<file path="config.mk">
export PLATFORM = sky130hd
export DESIGN_NAME = fp16_norm_round_flat
export DESIGN_NICKNAME = d
export VERILOG_FILES = /design/src/rtl/fp16_norm_round_if.sv /design/src/rtl/fp16_norm_round.sv /design/src/flat_wrapper.sv
export SDC_FILE = /design/constraint.sdc
export NUM_CORES = 1
export LEC_CHECK = 0
export ABC_AREA = 1
export BUFFER_PORTS_ARGS = -buffer_cell sky130_fd_sc_hd__buf_2
export CORE_ASPECT_RATIO = 1.1
export CORE_UTILIZATION = 54
export DETAILED_ROUTE_END_ITERATION = 12
export GPL_ROUTABILITY_DRIVEN = 0
export PLACE_DENSITY = 0.78
export SLEW_MARGIN = 20
export SYNTH_ARGS = -nofsm -noshare
export SYNTH_HDL_FRONTEND = slang
export SYNTH_SLANG_ARGS = --single-unit
</file>
<file path="constraint.sdc">
create_clock -name clk -period 1.9 [get_ports clk]
set_input_delay 0.19 -clock clk [delete_from_list [all_inputs] [get_ports clk]]
set_output_delay 0.19 -clock clk [all_outputs]
set_load 0.02 [all_outputs]
</file>
<file path="src/rtl/fp16_norm_round_if.sv">
// Handshake bundle between the mantissa multiplier and the normalise/round stage.
interface fp16_norm_round_if #(
  parameter int EXP_W  = 5,
  parameter int MANT_W = 10
);
  localparam int PW = 2 * (MANT_W + 1);

  logic                    in_valid;
  logic                    in_ready;
  logic                    in_sign;
  logic [EXP_W+1:0]        in_exp_sum;
  logic [PW-1:0]           in_mant_prod;
  logic                    out_valid;
  logic                    out_ready;
  logic [EXP_W+MANT_W:0]   out_result;
  logic [2:0]              out_flags;

  modport master (
    output in_valid, in_sign, in_exp_sum, in_mant_prod, out_ready,
    input  in_ready, out_valid, out_result, out_flags
  );

  modport slave (
    input  in_valid, in_sign, in_exp_sum, in_mant_prod, out_ready,
    output in_ready, out_valid, out_result, out_flags
  );
endinterface

</file>
<file path="src/rtl/fp16_norm_round.sv">
// Iterative normalise / denormalise / round-to-nearest-even stage for the fp16 multiplier.
// state  | meaning
// IDLE   | waiting for an operand bundle, in_ready high
// NORM   | left-normalise one bit per cycle, or single right shift on product overflow
// DENORM | shift a tiny result right one bit per cycle until exponent reaches 1
// ROUND  | round to nearest-even, pack result and flags
// DONE   | hold result until consumer accepts
module fp16_norm_round #(
  parameter int EXP_W  = 5,
  parameter int MANT_W = 10,
  parameter int BIAS   = 15
) (
  input  logic              clk,
  input  logic              rst,
  fp16_norm_round_if.slave  bus
);
  localparam int PW   = 2 * (MANT_W + 1);
  localparam int WW   = EXP_W + 3;
  localparam int EMAX = (1 << EXP_W) - 1;
  localparam logic signed [WW-1:0] W_ONE = WW'(1);
  localparam logic signed [WW-1:0] W_MIN = WW'(-MANT_W);

  typedef enum logic [2:0] {IDLE, NORM, DENORM, ROUND, DONE} state_t;

  state_t                 state;
  logic [PW-1:0]          p;
  logic signed [WW-1:0]   w;
  logic                   sticky;
  logic                   unf;
  logic                   sign;

  logic signed [WW-1:0]   w_go;
  logic [MANT_W-1:0]      rnd_m;
  logic                   rnd_g;
  logic                   rnd_s;
  logic                   rnd_up;
  logic                   rnd_ovf;
  logic [WW-1:0]          rnd_e;
  logic [WW+MANT_W-1:0]   rnd_sum;

  assign bus.in_ready = (state == IDLE);

  always_comb begin
    w_go    = p[PW-1] ? (w + W_ONE) : w;
    rnd_m   = p[PW-3 -: MANT_W];
    rnd_g   = p[PW-3-MANT_W];
    rnd_s   = sticky | (|p[PW-4-MANT_W:0]);
    // Only a normalised significand carries the exponent; otherwise it is a subnormal.
    rnd_e   = p[PW-2] ? w : '0;
    rnd_up  = rnd_g & (rnd_s | rnd_m[0]);
    rnd_sum = {rnd_e, rnd_m} + (WW+MANT_W)'(rnd_up);
    rnd_ovf = rnd_sum[WW+MANT_W-1:MANT_W] >= WW'(EMAX);
  end

  always_ff @(posedge clk or posedge rst) begin
    if (rst) begin
      state          <= IDLE;
      p              <= '0;
      w              <= '0;
      sticky         <= 1'b0;
      unf            <= 1'b0;
      sign           <= 1'b0;
      bus.out_valid  <= 1'b0;
      bus.out_result <= '0;
      bus.out_flags  <= '0;
    end else begin
      case (state)
        IDLE: begin
          if (bus.in_valid) begin
            p      <= bus.in_mant_prod;
            w      <= $signed({1'b0, bus.in_exp_sum}) - WW'(BIAS);
            sticky <= 1'b0;
            unf    <= 1'b0;
            sign   <= bus.in_sign;
            state  <= NORM;
          end
        end
        NORM: begin
          if (p == '0) begin
            state <= ROUND;
          end else if (!p[PW-1] && !p[PW-2] && (w > W_ONE)) begin
            p <= p << 1;
            w <= w - W_ONE;
          end else begin
            if (p[PW-1]) begin
              p      <= p >> 1;
              sticky <= sticky | p[0];
              w      <= w_go;
            end
            // Too small to survive even as a subnormal: flush, keep only inexactness.
            if (w_go < W_MIN) begin
              p      <= '0;
              sticky <= 1'b1;
              unf    <= 1'b1;
              state  <= ROUND;
            end else if (w_go <= 0) begin
              unf   <= 1'b1;
              state <= DENORM;
            end else begin
              state <= ROUND;
            end
          end
        end
        DENORM: begin
          p      <= p >> 1;
          sticky <= sticky | p[0];
          w      <= w + W_ONE;
          if (w == '0) state <= ROUND;
        end
        ROUND: begin
          bus.out_result <= rnd_ovf ? {sign, EXP_W'(EMAX), MANT_W'(0)}
                                    : {sign, rnd_sum[EXP_W+MANT_W-1:0]};
          bus.out_flags  <= {rnd_ovf, unf, rnd_ovf | rnd_g | rnd_s};
          bus.out_valid  <= 1'b1;
          state          <= DONE;
        end
        DONE: begin
          if (bus.out_ready) begin
            bus.out_valid <= 1'b0;
            state         <= IDLE;
          end
        end
        default: state <= IDLE;
      endcase
    end
  end
endmodule

</file>
<file path="src/flat_wrapper.sv">
// flat-port wrapper written by rule: the top's interface ports become plain ports
module fp16_norm_round_flat 
#(
  parameter int EXP_W  = 5,
  parameter int MANT_W = 10,
  parameter int BIAS   = 15
)
  (clk, rst, bus_in_valid, bus_in_sign, bus_in_exp_sum, bus_in_mant_prod, bus_out_ready, bus_in_ready, bus_out_valid, bus_out_result, bus_out_flags);
  fp16_norm_round_if #(.EXP_W(EXP_W), .MANT_W(MANT_W)) bus_i ();
  input  logic clk;
  input  logic rst;
  input wire logic [$bits(bus_i.in_valid)-1:0] bus_in_valid;
  input wire logic [$bits(bus_i.in_sign)-1:0] bus_in_sign;
  input wire logic [$bits(bus_i.in_exp_sum)-1:0] bus_in_exp_sum;
  input wire logic [$bits(bus_i.in_mant_prod)-1:0] bus_in_mant_prod;
  input wire logic [$bits(bus_i.out_ready)-1:0] bus_out_ready;
  output wire logic [$bits(bus_i.in_ready)-1:0] bus_in_ready;
  output wire logic [$bits(bus_i.out_valid)-1:0] bus_out_valid;
  output wire logic [$bits(bus_i.out_result)-1:0] bus_out_result;
  output wire logic [$bits(bus_i.out_flags)-1:0] bus_out_flags;
  assign bus_i.in_valid = bus_in_valid;
  assign bus_i.in_sign = bus_in_sign;
  assign bus_i.in_exp_sum = bus_in_exp_sum;
  assign bus_i.in_mant_prod = bus_in_mant_prod;
  assign bus_i.out_ready = bus_out_ready;
  assign bus_in_ready = bus_i.in_ready;
  assign bus_out_valid = bus_i.out_valid;
  assign bus_out_result = bus_i.out_result;
  assign bus_out_flags = bus_i.out_flags;
  fp16_norm_round #(.EXP_W(EXP_W), .MANT_W(MANT_W), .BIAS(BIAS)) u_core (.clk(clk), .rst(rst), .bus(bus_i));
endmodule
</file>
After elaboration in Yosys (flattened, before gate mapping)
Cells that the tools add are included.
Operators by class
  add/subtract/negate cells: 4
  magnitude comparators: 4
  equal/unequal tests: 14
  mux-type cells: 35
  bitwise gates (word level): 6
  reductions and logical operators: 19
Operators by type and width (count)
  $mux 22: 3
  $pmux 22 s3: 1
  $mux 8: 6
  $mux 21: 2
  $pmux 8 s3: 1
  $logic_not 22->1: 1
  $add 18x1->18: 1
  $mux 3: 6
  $mux 15: 1
  $pmux 3 s5: 1
  $reduce_and 4->1: 3
  $mux 1: 11
  $reduce_and 5->1: 2
  $ne 3x1->1 const B: 3
  $reduce_or 9->1: 1
  $add 8x2->8 const B: 1
  $ge 8x5->1 const B: 1
  $gt 8x2->1 const B: 1
  $le 8x1->1 const B: 1
  $logic_not 8->1: 1
  $lt 8x5->1 const B: 1
  $ne 2x2->1 const B: 4
  $sub 7x4->8 const B: 1
  $sub 8x2->8 const B: 1
  17 further kinds: 27
Word-level totals
  flip-flop bits (word level): 56
  bits of input ports: 34
  output and inout port bits: 21
  logic and storage cells: 92

Logic depth before layout (Yosys ltp)
Gate-level depths: netlist (run 1).
  depth after elaboration: 8
  mapped depth: 16
  mapped depth without buffers: 15

Worst setup path after synthesis (run 1)
Ideal clock, no wire load.
  path kind: register to register
  start point: register u_core.w[0]
  end point: register u_core.p[0]
  setup time: 0.122 ns
  arrival: 1.882 ns
  required time: 1.778 ns
  setup slack: -0.104 ns
  stages on the path, launching flop included: 14
  buffers on the path: 1
  period minus slack after synthesis: 2.004 ns
  cell sequence: dfrtp_1 -> inv_1 -> ha_1 -> o21ai_1 -> nor2_1 -> nor2_1 -> nor2_2 -> nand2_2 -> nand2_4 -> nand2_4 -> nand2_4 -> buf_8 -> nor2_2 -> a21oi_2
Between the ends
  longest elaborated chain between the ends: 7
  elaborated cells between the ends (all ways): 11
  those cells by class: add/sub (1); order compare (2); eq/ne (1); mux (5); reduce/logical (2)
RTL lines
  start: declaration: line fp16_norm_round.sv:27  | logic signed [WW-1:0] w;
  start signal: assignment: line fp16_norm_round.sv:71  | w <= $signed({1'b0, bus.in_exp_sum}) - WW'(BIAS);
  start signal: assignment: line fp16_norm_round.sv:83  | w <= w - W_ONE;
  start signal: assignment: line fp16_norm_round.sv:88  | w <= w_go;
  $add 8x2->8: line fp16_norm_round.sv:44  | w_go = p[PW-1] ? (w + W_ONE) : w;
  $mux 8: line fp16_norm_round.sv:44
  $lt 8x5->1: line fp16_norm_round.sv:91  | if (w_go < W_MIN) begin
  $mux 21: line fp16_norm_round.sv:91
  $mux 22: line fp16_norm_round.sv:81  | end else if (!p[PW-1] && !p[PW-2] && (w > W_ONE)) begin
  $mux 22: line fp16_norm_round.sv:79  | if (p == '0) begin
  $pmux 22 s3: line fp16_norm_round.sv:67  | case (state)
  end signal: assignment: line fp16_norm_round.sv:70  | p <= bus.in_mant_prod;
  end signal: assignment: line fp16_norm_round.sv:82  | p <= p << 1;
  end signal: assignment: line fp16_norm_round.sv:86  | p <= p >> 1;
  end: declaration: line fp16_norm_round.sv:26  | logic [PW-1:0] p;
Several ways; a longest one is shown, not always the timed one. The select of a mux whose other input is x is not followed.
A chain may end at the register's enable or synchronous reset.

Worst setup path after layout (run 1)
  start point: register u_core.w[1]
  end point: register u_core.p[14]
The elaborated chain is that of the path after synthesis.

==> reports/results.txt, run 1 <==
Top library cells by usage in the layout, fill and taps aside -> nand2_1 (143), buf_4 (72), buf_2 (54)
Yosys cell types -> 49
Startpoint types -> flip-flop
Setup tns final -> -6080 ps
EDFF count, synth -> 0
Slew of the pin with the lowest slew margin -> 539 ps
Area fraction of the dominant cell type after synthesis -> 31.3%
Worst ir drop on vdd -> 1.50 mV
Final hold violation count -> 0
Height of the die -> 97.4 um
Sequential fraction of design power -> 19.0%
I/O Buffers -> 54
Largest net degree at the start of global routing -> 40
Layout cells sized above 1 -> 41.6%
Reg2Reg Setup Slack -> -200 ps
Clock transition at the registers of the reported paths -> 100 ps
Layout area overhead -> 35.3%
Num rows -> 34
Number of global-route vias before repair -> 4511
Outcome -> finished, violations left
Final Cycle Share -> 110%
Die width -> 88.8 um
Iter 0 DRT Violations -> 424
Core area -> 7960 sq um
Mapped Area -> 4470 sq um
Min Hold Slack -> 113 ps
Cells along the critical path -> inv_4 > buf_6 > ha_1 > nor2_1 > nor2_1 > nand2_1 > nand2_1 > nand2_2 > nor2_4 > nand2_4 > nand2_8 > buf_12 > nor2_2 > nand2_1 > nand2_1
Drt first pass iters -> 6
Critical path's most frequent cell -> nand2_1
Asr flop ratio synth -> 100%
Pleak -> 0.00292 uW
Starting Density -> 56.2%
Routed Antenna Nets -> 0
DP HPWL -> 8.87 mm
Power share of the combinational group -> 74.3%
Gr usage total -> 30.1%
Fin util -> 76.0%
Critical path endpoint -> u_core.p[14]$_DFFE_PP0P_
Tightest Hold Check Type -> input port to flip-flop
Clk_skew -> 8.99 ps
Max Freq -> 477 MHz
Worst setup margin -> -198 ps
Slowest-stage cell, CP -> dfrtp_2
Filler cell count -> 547
CP Class -> flip-flop to flip-flop
Diodes inserted -> 0
CTS Buffer Depth -> 2
Die area -> 8650 sq um
DRC viols -> 0
RSZ-0062 raised after global routing -> true
Total clock buffers created by CTS -> 5
Yosys reg bits -> 56
Via count -> 4897
H-tree levels -> 2
First-pass GRT wire length -> 20.6 mm
Crit path DAT -> 2320 ps
Avg WL per Cell -> 15.6 um
Place WS -> -146 ps
Pint -> 6060 uW
Register area share after synthesis -> 31.3%
Clock sink total -> 56
Post-Syn Nets -> 663
Clk Latency, worst-skew pair -> 320 ps
Routed WL -> 13.5 mm
TritonCTS clock tree -> done
Failing checks -> negative setup slack
Net Switching -> 6240 uW
Average vias per placed instance -> 5.69
Final Slew Violations -> 0
CP Capture Type -> flip-flop
Cell count after synthesis -> 622
Nets@finish -> 793
Final setup violation count -> 49
Reg-to-Reg End -> u_core.p[14]$_DFFE_PP0P_
GRT overflow -> 0
WP data required -> 2120 ps
Max incr delay on CP -> 500 ps
Top_reg_cell synth -> dfrtp_1
Final min period -> 2100 ps
I/O Pins -> 55
Slew headroom -> 64.0%
Crit. Startpoint -> u_core.w[1]$_DFFE_PP0P_
CP max FO -> 8
Power density cells -> 2030 nW/um^2
Synth area leaders -> dfrtp_1 (31%), nand2_1 (13%), nand3_1 (6.3%), nor2_1 (4.4%), nor2_2 (4.3%)
Initial antenna violation count -> 0
Reg2Reg Launch Point -> u_core.w[1]$_DFFE_PP0P_
Syn avg cell area -> 7.19 sq um
Synthesis Warnings -> 0
Clk root buf -> clkbuf_8
Switching share of power -> 50.7%
Max cap viols -> 0
Most common cell after layout, fill and taps aside -> nand2_1
R2R cell count -> 15
Synth area leader -> dfrtp_1
Clock power frac -> 6.6%
[registers in the layout, summed over array words and instances, names as in the netlist]
register	count
u_core.unf	1
u_core.sign	1
u_core.bus.out_result	16
u_core.sticky	1
u_core.w	8
u_core.p	22
u_core.bus.out_flags	3
u_core.state	3
u_core.bus.out_valid	1
[metrics by stage]
step	instance area [sq um]	cells	power, uW
after global placement	5360	833	9610
after detailed placement	5360	833	9860
after floorplan	4480	622	7400
after CTS	5700	850	11300
after global routing	6050	861	13200
final	6050	861	12300
[synth_stat cells, types with 6 or more instances]
library cell and n:
nand2_1 160, dfrtp_1 56, nand3_1 56, nor2_1 52, inv_1 48, nor2_2 31
a21oi_1 25, o21ai_0 17, inv_2 13, xor2_1 13, nand4_1 12, o21ai_2 11
o221ai_1 11, nand2_2 9, o21bai_1 9, buf_4 8, clkbuf_1 8, ha_1 7
o21ai_1 7, buf_2 6, nand2_4 6, o211ai_1 6
[power by group through the flow]
stage | logic [uW] | clock network (uW) | registers [uW]
finish | 9150 | 815 | 2340
global placement | 7370 | 0 | 2240
CTS | 8230 | 824 | 2270
detailed placement | 7580 | 0 | 2280
global route | 9940 | 870 | 2400
floorplan | 4990 | 0 | 2410
[area by class of cell]
cell class | count | area [sq um] | share of cell area (%)
Clock inverter | 2 | 38.8 | 0.641
Clock buffer | 6 | 72.6 | 1.20
Tap cell | 108 | 135 | 2.23
Sequential cell | 56 | 1410 | 23.3
Timing Repair Buffer | 146 | 1130 | 18.6
Inverter | 62 | 243 | 4.01
Multi-Input combinational cell | 481 | 3020 | 50.0
[how the worst min path moves through the flow]
stage / startpoint / to / cells after the start / slack (ps)
2_1_floorplan: bus_in_mant_prod[21] / u_core.p[21]$_DFFE_PP0P_ / 2 / 340
3_3_place_gp: rst / u_core.bus.out_result[0]$_DFFE_PP0P_ / 2 / 260
3_5_place_dp: rst / u_core.bus.out_result[0]$_DFFE_PP0P_ / 2 / 260
4_1_cts: bus_in_mant_prod[21] / u_core.p[21]$_DFFE_PP0P_ / 3 / 120
5_1_grt: bus_in_mant_prod[21] / u_core.p[21]$_DFFE_PP0P_ / 3 / 120
6_report: bus_in_sign / u_core.sign$_DFFE_PP0P_ / 3 / 110
[per-layer routing]
metal | global-route usage (%) | routed length (um) | up-vias
met5 | 0 | 0 | -
met4 | 9.31 | 480 | 0
met3 | 5.69 | 1060 | 55
met2 | 50.5 | 6590 | 286
met1 | 38.5 | 5340 | 2260
li1 | - | - | 2296
[cell families (layout without fill, tap and decap cells)]
logic type | after synthesis | in the layout | share of synthesized area (%)
xor+xnor | 18 | 18 | 3.86
flops | 56 | 56 | 31.3
buf+inv | 87 | 216 | 8.73
compound gates | 97 | 97 | 14.2
simple gates | 357 | 359 | 39.9
fa+ha+maj | 7 | 7 | 1.96
[what timing repair did]
action / in CTS / in global routing
gates resized for setup: 35 / 65
hold buffers: 1 / 0
pin swaps: 10 / 44
endpoints found under the hold margin: 24 / 0
setup buffers: 7 / 10
setup endpoints to repair: 47 / 50
gates cloned: 1 / 3
[worst max-delay path, delay by kind of cell (launching register included)]
kind / cells / cell delay (ps)
buffers and inverters: 3 / 360
AND/OR/NAND/NOR: 11 / 980
adder cells (fa/ha/maj): 1 / 140
flip-flops: 1 / 500
No activity file was read; power rests on OpenSTA's default activity.
==> inputs of run 2 (changes only) <==
--- a/config.mk
+++ b/config.mk
@@ -8,10 +8,11 @@
 export ABC_AREA = 1
 export BUFFER_PORTS_ARGS = -buffer_cell sky130_fd_sc_hd__buf_2
 export CORE_ASPECT_RATIO = 1.1
-export CORE_UTILIZATION = 54
+export CORE_UTILIZATION = 55
+export CTS_BUF_LIST = sky130_fd_sc_hd__clkbuf_4 sky130_fd_sc_hd__clkbuf_8
 export DETAILED_ROUTE_END_ITERATION = 12
 export GPL_ROUTABILITY_DRIVEN = 0
-export PLACE_DENSITY = 0.78
+export PLACE_DENSITY = 0.79
 export SLEW_MARGIN = 20
 export SYNTH_ARGS = -nofsm -noshare
 export SYNTH_HDL_FRONTEND = slang
==> run 2 against run 1 <==
Net effect: wire length increased by 12%; sequential share of layout area shrank 0.35 points; via count increased by 3.8%; design area up 1.7%; die area is 1.8% lower; global-route usage up 1.7 points; clock skew up 5.3 ps; critical path type unchanged; first-iteration DRC count increased by 20%; the run still ends with negative setup slack left; total power increased by 3.6%.
==> reports/results.txt, run 2 (synthesized netlist as in run 1, its figures left out) <==
Outcome -> finished, violations left
Failing checks -> negative setup slack
Top library cells by usage in the layout, fill and taps aside -> nand2_1 (133), buf_4 (71), buf_2 (54)
Sequential cell area -> 1410 sq um (+0.18%)
First-pass GRT wire length -> 20.9 mm (+1.4%)
Die width -> 88.0 um (-0.90%)
Reg2Reg Setup Slack -> -260 ps (-60 ps)
Die area -> 8490 sq um (-1.8%)
Crit. Startpoint -> u_core.w[0]$_DFFE_PP0P_
Cells along the critical path -> buf_6 > nand2_4 > clkinv_2 > nand2_4 > nand3_2 > nand2_2 > nor2_4 > nor2_2 > nand2_2 > nand2_4 > nand2_4 > nand2_8 > buf_12 > nor2_2 > nand2_1 > nand2_1
WP data required -> 2130 ps (about the same)
DRC viols -> 0 (unchanged)
Height of the die -> 96.6 um (-0.90%)
Slew of the pin with the lowest slew margin -> 423 ps (-116 ps)
Reg2Reg Launch Point -> u_core.w[0]$_DFFE_PP0P_
CTS Buffer Depth -> 2 (unchanged)
Num rows -> 34 (unchanged)
Slew headroom -> 71.5% (+7.5 points)
I/O Buffers -> 54 (unchanged)
Max reg flops -> 22 (unchanged)
Drt first pass iters -> 8 (+2)
Final setup violation count -> 48 (-2.0%)
Worst ir drop on vdd -> 1.18 mV (-21%)
Final hold violation count -> 0 (unchanged)
Iter 0 DRT Violations -> 508 (+20%)
CP Capture Type -> flip-flop
Pleak -> 0.00291 uW (-0.58%)
Area of the multi-input gates -> 3160 sq um (+4.6%)
Top reg by flops -> u_core.p
Final Slew Violations -> 0 (unchanged)
Clock sink total -> 56 (unchanged)
Clock transition at the registers of the reported paths -> 110 ps (about the same)
CP Class -> flip-flop to flip-flop
Crit path DAT -> 2390 ps (+70 ps)
Critical path's most frequent cell -> nand2_4
Clk Latency, worst-skew pair -> 340 ps (+20 ps)
Layout cells sized above 1 -> 45.2% (+3.6 points)
Tightest Hold Check Type -> input port to flip-flop
Hold Crit Start -> bus_in_mant_prod[21]
Largest net degree at the start of global routing -> 40 (unchanged)
Nets@finish -> 792 (-0.13%)
Routed Antenna Nets -> 0 (unchanged)
Power density cells -> 2070 nW/um^2 (+1.9%)
Layout area overhead -> 37.6%
Via count -> 5083 (+3.8%)
Clk_skew -> 14.3 ps (+5.35 ps)
Worst setup margin -> -262 ps (-63.7 ps)
TritonCTS clock tree -> done
H-tree levels -> 2 (unchanged)
Final min period -> 2160 ps (+63.7 ps)
GRT overflow -> 0 (unchanged)
Most common cell after layout, fill and taps aside -> nand2_1
Final Cycle Share -> 114% (+3.4 points)
Slowest-stage cell, CP -> dfrtp_2
Core area -> 7910 sq um (-0.53%)
Min Hold Slack -> 96.3 ps (-16.9 ps)
Total clock buffers created by CTS -> 5 (unchanged)
Max Freq -> 463 MHz (-2.9%)
Total power -> 12800 uW (+3.6%)
Largest regs -> u_core.p x22, u_core.bus.out_result x16, u_core.w x8
Routed WL -> 15.0 mm (+12%)
Place WS -> -136 ps (+10.3 ps)
I/O Pins -> 55 (unchanged)
Starting Density -> 56.5% (+0.30 points)
DP HPWL -> 8.96 mm (+1.0%)
Diodes inserted -> 0 (unchanged)
Number of global-route vias before repair -> 4559 (+1.1%)
RSZ-0062 raised after global routing -> true
Max incr delay on CP -> 510 ps (about the same)
Gr usage total -> 31.8% (+1.7 points)
Clk root buf -> clkbuf_8
Max cap viols -> 0 (unchanged)
Initial antenna violation count -> 0 (unchanged)
Average vias per placed instance -> 5.91 (+3.9%)
Avg WL per Cell -> 17.5 um (+12%)
CP max FO -> 7 (-1)
Startpoint types -> flip-flop
Filler cell count -> 515 (-5.9%)
Fin util -> 77.8% (+1.7 points)
## run 2: changes by cell type in the layout (fill, tap and decap cells not counted), moves of 3 or more
cell	delta
nand2_1	-10
nand2_2	+10
nor2_1	-5
nor2_4	+5
nand3_1	-4
buf_12	-3
nand3_2	+3
o21ai_2	-3
o21ai_4	+3
## run 2: worst max-delay path, delay by kind of cell, from the launching register on
kind,cells,cell delay (ps)
buffers and inverters,3,390
AND/OR/NAND/NOR,13,1160
flip-flops,1,510
## run 2: metrics by stage
step / std cells / area [sq um] / TNS (ps)
after detailed placement: 820 / 5230 / -2470
final: 860 / 6150 / -6480
after floorplan: 622 / 4480 / -4.86
after global routing: 860 / 6150 / -10290
after global placement: 820 / 5230 / -79.8
after CTS: 846 / 5730 / -1970
## run 2: path summary, 6_finish.rpt
kind	to	cells past startpoint
worst max register to register	u_core.p[16]$_DFFE_PP0P_	16
min in group asynchronous	u_core.p[12]$_DFFE_PP0P_	4
worst max-delay path	u_core.p[16]$_DFFE_PP0P_	16
worst min register to register	u_core.bus.out_result[2]$_DFFE_PP0P_	2
max in group asynchronous	u_core.w[4]$_DFFE_PP0P_	4
worst min-delay path	u_core.p[21]$_DFFE_PP0P_	3
## run 2: final cells by class
class                      instances  area share [%]
tap                              108            2.20
timing repair buffer             145            18.0
clock inverter                     3           0.346
inverter                          62            4.03
sequential                        56            22.9
clock buffer                       5            1.12
multi-input combinational        481            51.4
## run 2: timing repair
action / CTS / global route
hold endpoints to repair: 56 / 0
setup endpoints to repair: 47 / 50
hold buffers: 1 / 0
pin swaps: 7 / 56
resized for setup: 59 / 81
cloned: 5 / 2
buffers inserted: 13 / 17
## run 2: layer usage
metal	track usage, %	routed length, um
met3	4.67	1140
met5	0	0
met1	37.6	5570
met4	12.7	877
met2	57.5	7450
## run 2: power by group
| part | total, uW | switching [uW] | internal [uW] |
|---|---|---|---|
| logic | 9660 | 5690 | 3970 |
| registers | 2370 | 583 | 1790 |
| clock network | 722 | 458 | 264 |
| total | 12800 | 6730 | 6030 |
